--- config.mk ---
export PLATFORM = sky130hd
export DESIGN_NAME = sync_fifo_level
export DESIGN_NICKNAME = d
export VERILOG_FILES = /design/src/rtl/sync_fifo_level.sv
export SDC_FILE = /design/constraint.sdc
export NUM_CORES = 2
export LEC_CHECK = 0
export ABC_AREA = 1
export BUFFER_PORTS_ARGS = -buffer_cell sky130_fd_sc_hd__buf_4
export CAP_MARGIN = 20
export CELL_PAD_IN_SITES_DETAIL_PLACEMENT = 1
export CELL_PAD_IN_SITES_GLOBAL_PLACEMENT = 1
export CORE_MARGIN = 5
export CORE_UTILIZATION = 49
export CTS_CLUSTER_DIAMETER = 40
export CTS_CLUSTER_SIZE = 10
export DETAILED_ROUTE_END_ITERATION = 16
export GPL_TIMING_DRIVEN = 0
export PLACE_DENSITY_LB_ADDON = 0.05
export SLEW_MARGIN = 40
export SYNTH_ARGS = -nofsm -noshare
export SYNTH_HDL_FRONTEND = slang
export SYNTH_SLANG_ARGS = --single-unit
export TNS_END_PERCENT = 5
--- constraint.sdc ---
create_clock -name clk -period 5.55 [get_ports clk]
set_input_delay 0.8325 -clock clk [delete_from_list [all_inputs] [get_ports clk]]
set_output_delay 0.8325 -clock clk [all_outputs]
set_load 0.05 [all_outputs]
--- src/rtl/sync_fifo_level.sv ---
// Synchronous valid/ready FIFO with occupancy count, programmable almost-full/almost-empty
// flags, high-water mark, synchronous flush and synchronous active-low reset.
//
// Occupancy state, implied by count (no separate state register):
//   state | meaning
//   EMPTY | count == 0, rd_valid low
//   ONE   | count == 1, head may come from the bypass register
//   MANY  | 2 <= count <= N-1, head always comes from memory
//   FULL  | count == N, wr_ready low
module sync_fifo_level #(
  parameter int WIDTH = 8,
  parameter int DEPTH = 8
) (
  input  logic             clk,
  input  logic             rst_n,
  input  logic             flush,
  input  logic [WIDTH-1:0] wr_data,
  input  logic             wr_valid,
  output logic             wr_ready,
  output logic [WIDTH-1:0] rd_data,
  output logic             rd_valid,
  input  logic             rd_ready,
  input  logic [DEPTH:0]   af_level,
  input  logic [DEPTH:0]   ae_level,
  output logic [DEPTH:0]   count,
  output logic             almost_full,
  output logic             almost_empty,
  output logic [DEPTH:0]   high_water
);

  localparam logic [DEPTH:0] N_ENT   = {1'b1, {DEPTH{1'b0}}};
  localparam logic [DEPTH:0] ONE_ENT = {{DEPTH{1'b0}}, 1'b1};
  localparam logic [DEPTH:0] ZERO    = '0;

  logic [WIDTH-1:0] mem [2**DEPTH];
  logic [WIDTH-1:0] mem_q;
  logic [WIDTH-1:0] byp_q;
  logic             byp_sel;

  logic [DEPTH:0]   rd_ptr, wr_ptr;
  logic [DEPTH:0]   rd_ptr_next, wr_ptr_next;
  logic [DEPTH:0]   count_next;
  logic [DEPTH:0]   hw_next;
  logic             do_wr, do_rd;
  logic             load_byp;

  always_comb begin
    do_wr       = wr_valid & wr_ready;
    do_rd       = rd_valid & rd_ready;
    count_next  = count + {{DEPTH{1'b0}}, do_wr} - {{DEPTH{1'b0}}, do_rd};
    wr_ptr_next = wr_ptr + {{DEPTH{1'b0}}, do_wr};
    rd_ptr_next = rd_ptr + {{DEPTH{1'b0}}, do_rd};
    // A write that becomes the sole entry lands at the head before memory can be read back.
    load_byp    = do_wr && (count_next == ONE_ENT);
    hw_next     = (count_next > high_water) ? count_next : high_water;
  end

  always_ff @(posedge clk) begin
    if (!rst_n) begin
      rd_ptr       <= '0;
      wr_ptr       <= '0;
      count        <= '0;
      wr_ready     <= 1'b0;
      rd_valid     <= 1'b0;
      almost_full  <= 1'b0;
      almost_empty <= 1'b1;
      high_water   <= '0;
      byp_sel      <= 1'b0;
    end else if (flush) begin
      rd_ptr       <= '0;
      wr_ptr       <= '0;
      count        <= '0;
      wr_ready     <= 1'b1;
      rd_valid     <= 1'b0;
      almost_full  <= (af_level == ZERO);
      almost_empty <= 1'b1;
      high_water   <= '0;
      byp_sel      <= 1'b0;
    end else begin
      rd_ptr       <= rd_ptr_next;
      wr_ptr       <= wr_ptr_next;
      count        <= count_next;
      wr_ready     <= (count_next != N_ENT);
      rd_valid     <= (count_next != ZERO);
      almost_full  <= (count_next >= af_level);
      almost_empty <= (count_next <= ae_level);
      high_water   <= hw_next;
      byp_sel      <= load_byp;
    end
  end

  // Storage and head registers carry no reset; rd_data is don't-care while rd_valid is low.
  always_ff @(posedge clk) begin
    if (do_wr && !flush)
      mem[wr_ptr[DEPTH-1:0]] <= wr_data;
    mem_q <= mem[rd_ptr_next[DEPTH-1:0]];
    if (load_byp)
      byp_q <= wr_data;
  end

  assign rd_data = byp_sel ? byp_q : mem_q;

endmodule

Word level (Yosys, flattened, before mapping) --
Memory sizes are Yosys's and may differ from the RTL's. A register that Yosys moved wholly into a read port is not among the register bits. Cells that the tools add are included.
Word-level totals: register bits after elaboration 49, memory bits (writable) 2048, output and inout bits 30, word-level logic and storage cells 34, memories 1
Memories:
- mem | depth 256, width 8, read ports 1, clocked after memory_dff 1, write ports 1, RTL line 35 | logic [WIDTH-1:0] mem [2**DEPTH];
Operators by class: add/subtract/negate cells 4, $lt $le $gt $ge 3, equal/unequal tests 2, muxes and demuxes 5, bitwise operators 3, reductions and logical operators 6
Operators with widths (count):
- $add 9x1->9 | 3
- $eq 9x1->1 const B | 1
- $ge 9x9->1 | 1
- $gt 9x9->1 | 1
- $le 9x9->1 | 1
- $logic_not 9->1 | 1
- $ne 9x9->1 const B | 1
- $reduce_bool 9->1 | 1
- $sub 9x1->9 | 1
- $mux 8 | 1
- $mux 1 | 4
- $and 1x1->1 | 2
- $logic_and 1x1->1 | 2
- $reduce_or 2->1 | 1
- $logic_not 1->1 | 1
- $not 1->1 | 1

Longest topological paths before layout --
depth after elaboration 5, depth in mapped cells 24, depth with buffers taken out 24

Worst setup path before layout --
No wires, ideal clock.
path type in2reg, start point input wr_valid, end point register high_water[0], library setup time 0.117 ns, arrival time 3.842 ns, slack 1.591 ns, stages 17, buffers on the path 1, path through nand2_1 -> ha_1 -> inv_1 -> ha_1 -> fa_1 -> nand3_1 -> nand2_1 -> or2_2 -> nand2_1 -> inv_1 -> ha_1 -> nand2_1 -> nor4b_1 -> nand4_2 -> buf_2 -> a21oi_1 -> nor2_1
Between the ends: word-level cells in the longest chain between the ends 4
RTL lines:
- start, declared | RTL line 18 | input logic wr_valid,
- $and 1x1->1 | RTL line 48 | do_wr = wr_valid & wr_ready;
- $add 9x1->9 | RTL line 50 | count_next = count + {{DEPTH{1'b0}}, do_wr} - {{DEPTH{1'b0}}, do_rd};
- $sub 9x1->9 | RTL line 50
- named net count_next[4] | RTL line 42 | logic [DEPTH:0] count_next;
- $gt 9x9->1 | RTL line 55 | hw_next = (count_next > high_water) ? count_next : high_water;
- end signal, assigned | RTL line 87 | high_water <= hw_next;
- end, declared | RTL line 28 | output logic [DEPTH:0] high_water
The timed path passes the listed nets, and every way through them passes these cells. A chain may end at the register's enable or synchronous reset.

Worst setup path in the final report --
start point register rd_valid, end point register mem_q[4] (read register of mem)
Between the ends: word-level cells in the longest chain between the ends 2
RTL lines:
- start, declared | RTL line 21 | output logic rd_valid,
- start signal, assigned | RTL line 84 | rd_valid <= (count_next != ZERO);
- $and 1x1->1 | RTL line 49 | do_rd = rd_valid & rd_ready;
- $add 9x1->9 | RTL line 52 | rd_ptr_next = rd_ptr + {{DEPTH{1'b0}}, do_rd};
- named net rd_ptr_next[1] | RTL line 41 | logic [DEPTH:0] rd_ptr_next, wr_ptr_next;
- end, declared | RTL line 36 | logic [WIDTH-1:0] mem_q;
The timed path passes the listed nets, and every way through them passes these cells.

==> metrics.txt <==
total power between 40,000 and 50,000 µW; Achievable Freq 203 MHz; crit path from rd_valid; Core Area 0.174 mm²; clock skew 0.0595 ns; worst r2r dst mem_q[4]; max_slew headroom 36.4%; GP Congestion 1.00; HPWL after DPL 237,000 µm; vias per cell 6.26; DR pass1 iterations 6; Seq cells post-synth between 2,000 and 2,500; synthesized area 0.0861 mm²; CP max stage cell buf_1; CP Class reg -> reg; Die Width approximately 430 µm; CP arrival roughly 5.7 ns; CTS tree yes; final hold violations 0; initial drt markers 8,388; grt total ovfl 0; fin crit period about 4.9 ns; layout cells sized above 1 13.4%; most common cell after layout, fill and taps aside nand2_1; syn avg cell area 11.7 µm²; WL final 341,000 µm; worst-margin pin slew about 0.95 ns; Total GRT Usage 36.2%; most used cell, CP nand3_1; number of remaining DRC errors 0; Worst EP required approximately 6.3 ns; quantity of hold-fixing buffers added after cts 0; Worst setup endpoint mem_q[4]; CTS max path bufs 4; hold_sp rst_n; synth top area cells edfxtp_1 (72%), nand3_1 (12%), nand2_1 (9.6%); FF-to-FF Start rd_valid; Final Cycle Share 88.7%; FF-to-FF setup slack approximately 0.63 ns; IR drop worst, VDD about 0.0004 V; cts bufs inserted 325; clock share of power between 40% and 50%; IO buf count 60; Psw 9970 µW; worst hold-check path type in -> reg; Int Pwr 30,800 µW; drt wl/cell 33.0 µm; Largest stage delay, worst path 0.76 ns; placed cells 9,798; Sequential Power Share a little over two fifths; I/O pin total 61; initial antenna violation count 18; sw frac between 20% and 30%; H-tree Lvls 5; die extent in y 429 µm; die area 0.184 mm²; row cnt 153; Max FO, Critical Path 10; Gates resized, CTS repair 0; instance count of the mapped netlist 7,381; Distinct cells, synth 37; most frequent cells in the layout nand2_1 (2,186), edfxtp_1 (2,056), nand3_1 (2,043); Vias approximately 65,000; sequential share of the synthesized area 72.8%; Post-DRT Antenna Nets 0; Cell Chain, Critical Path nand2_1 -> inv_1 -> ha_1 -> ha_1 -> buf_2 -> clkinv_2 -> buf_2 -> buf_1 -> nand3_1 -> nand3_1 -> nand3_1 -> nand3_1 -> nand3_1 -> nand3_1 -> nand2_1 -> nand2_1 -> nand2_1; Final nets ~8,000; leakage power ~0.036 µW; initial core utilization roughly half; Net Count, Synth 7,449; ys async rst share 0%; Synth Warn # 0; EDFF count, synth 2,056; Setup Buffers After CTS 0; Non-Filler Instances 10,341; first-pass GRT wire length about 480,000 µm; status finished clean; Setup crit end kind register; Reg clk slew, reported paths roughly 0.05 ns; Synth top area share 71.7%; clock latency on the worst-skew pair 0.95 ns; pin count of the biggest net entering global routing 81; worst r2r path cells 17; PD cells 403 mW/mm²; CTS Sinks between 2,000 and 2,500; Primary FF master, synth edfxtp_1; RSZ-0062 raised after global routing no; final setup violation count 0; Comb power frac under 10%; Slew Limit Fails 0; Max-Cap Viols 0; dominant cell type by area after synthesis edfxtp_1; Critical Path Start Type register; synth-to-layout area growth 17.4%; Root Driver clkbuf_16; vias in the first global route 64,699
power groups by stage:
stage	Sequential, µW	Clock, µW	Combinational, µW
after floorplan	17900	0	1810
after global placement	17900	0	3210
after detailed placement	17800	0	3380
after CTS	17500	19800	3410
after global routing	17500	20600	3720
final	17500	19800	3450
Yosys cell counts (2+ instances only):
library cell / number
nand2_1: 2194
edfxtp_1: 2056
nand3_1: 2043
nor2_1: 330
buf_2: 287
clkbuf_1: 153
inv_1: 106
dfxtp_1: 47
buf_1: 36
ha_1: 36
a21oi_1: 20
xor2_1: 10
buf_4: 9
mux2_2: 8
nand4_1: 8
nor3_1: 5
o21ai_0: 5
inv_2: 4
a31oi_1: 2
nand3b_1: 2
or2_2: 2
xnor2_1: 2
xor2_2: 2
cells by family after synthesis:
| group | Yosys count | synth area share, % |
|---|---|---|
| fa+ha+maj | 37 | 0.547 |
| compound gates | 31 | 0.199 |
| mux | 8 | 0.105 |
| buf+inv | 597 | 3.06 |
| flops | 2103 | 72.8 |
| simple gates | 4590 | 23.1 |
| xor+xnor | 15 | 0.179 |
layer usage:
layer,vias to the layer above,share of wire (%),GRT usage (%)
met5,-,0.029,0
met4,14,5.2,16.9
met3,738,11,8.64
met2,3866,45,55.1
met1,33118,39,49.5
li1,27002,-,-
through the flow:
| step | setup WS, ns | utilization, % | instance area (µm²) | TNS, ns | hold slack [ns] |
|---|---|---|---|---|---|
| floorplan | 1.59 | - | 86100 | 0 | 0.456 |
| global placement | -0.350 | 51.3 | 89400 | -13.60 | 0.484 |
| detailed placement | 0.333 | 52.1 | 90700 | 0 | 0.506 |
| CTS | 0.873 | 57.9 | 101000 | 0 | 0.148 |
| global route | 0.724 | 58.0 | 101000 | 0 | 0.215 |
| finish | 0.629 | 58.0 | 101000 | 0 | 0.206 |
layout make-up:
type | instances | area (µm²)
well taps | 2325 | 2910
flip-flops and latches | 2103 | 62700
repair buffers | 93 | 1400
fillers | 17706 | 73100
clock buffers | 369 | 8380
clock inverters | 170 | 1860
plain buffers | 485 | 2280
multi-input cells | 4681 | 21100
diodes | 3 | 7.51
inverters | 112 | 424
state kept, by name, summed over array words and instances (netlist names):
| signal | count |
|---|---|
| high_water | 9 |
| wr_ready | 1 |
| almost_full | 1 |
| wr_ptr | 8 |
| rd_ptr | 8 |
| mem_q | 8 |
| count | 9 |
| byp_sel | 1 |
| mem | 2048 |
| byp_q | 8 |
| almost_empty | 1 |
| rd_valid | 1 |
worst max-delay path, delay by kind of cell, from the launching register on:
| kind | cells | cell delay [ns] |
|---|---|---|
| adders and majority gates | 2 | 0.51 |
| buffers and inverters | 5 | 2.13 |
| DFF | 1 | 0.33 |
| and+or+nand+nor | 10 | 1.79 |
how the worst min path moves through the flow:
stage	end	slack, ns	cells after the start
6_report	wr_ready	0.21	3
3_5_place_dp	wr_ptr[6]	0.51	1
2_1_floorplan	wr_ptr[6]	0.46	1
5_1_grt	wr_ready	0.21	3
4_1_cts	wr_ready	0.15	3
3_3_place_gp	wr_ptr[6]	0.48	1
Note: power is estimated with default switching activity, not from simulation.
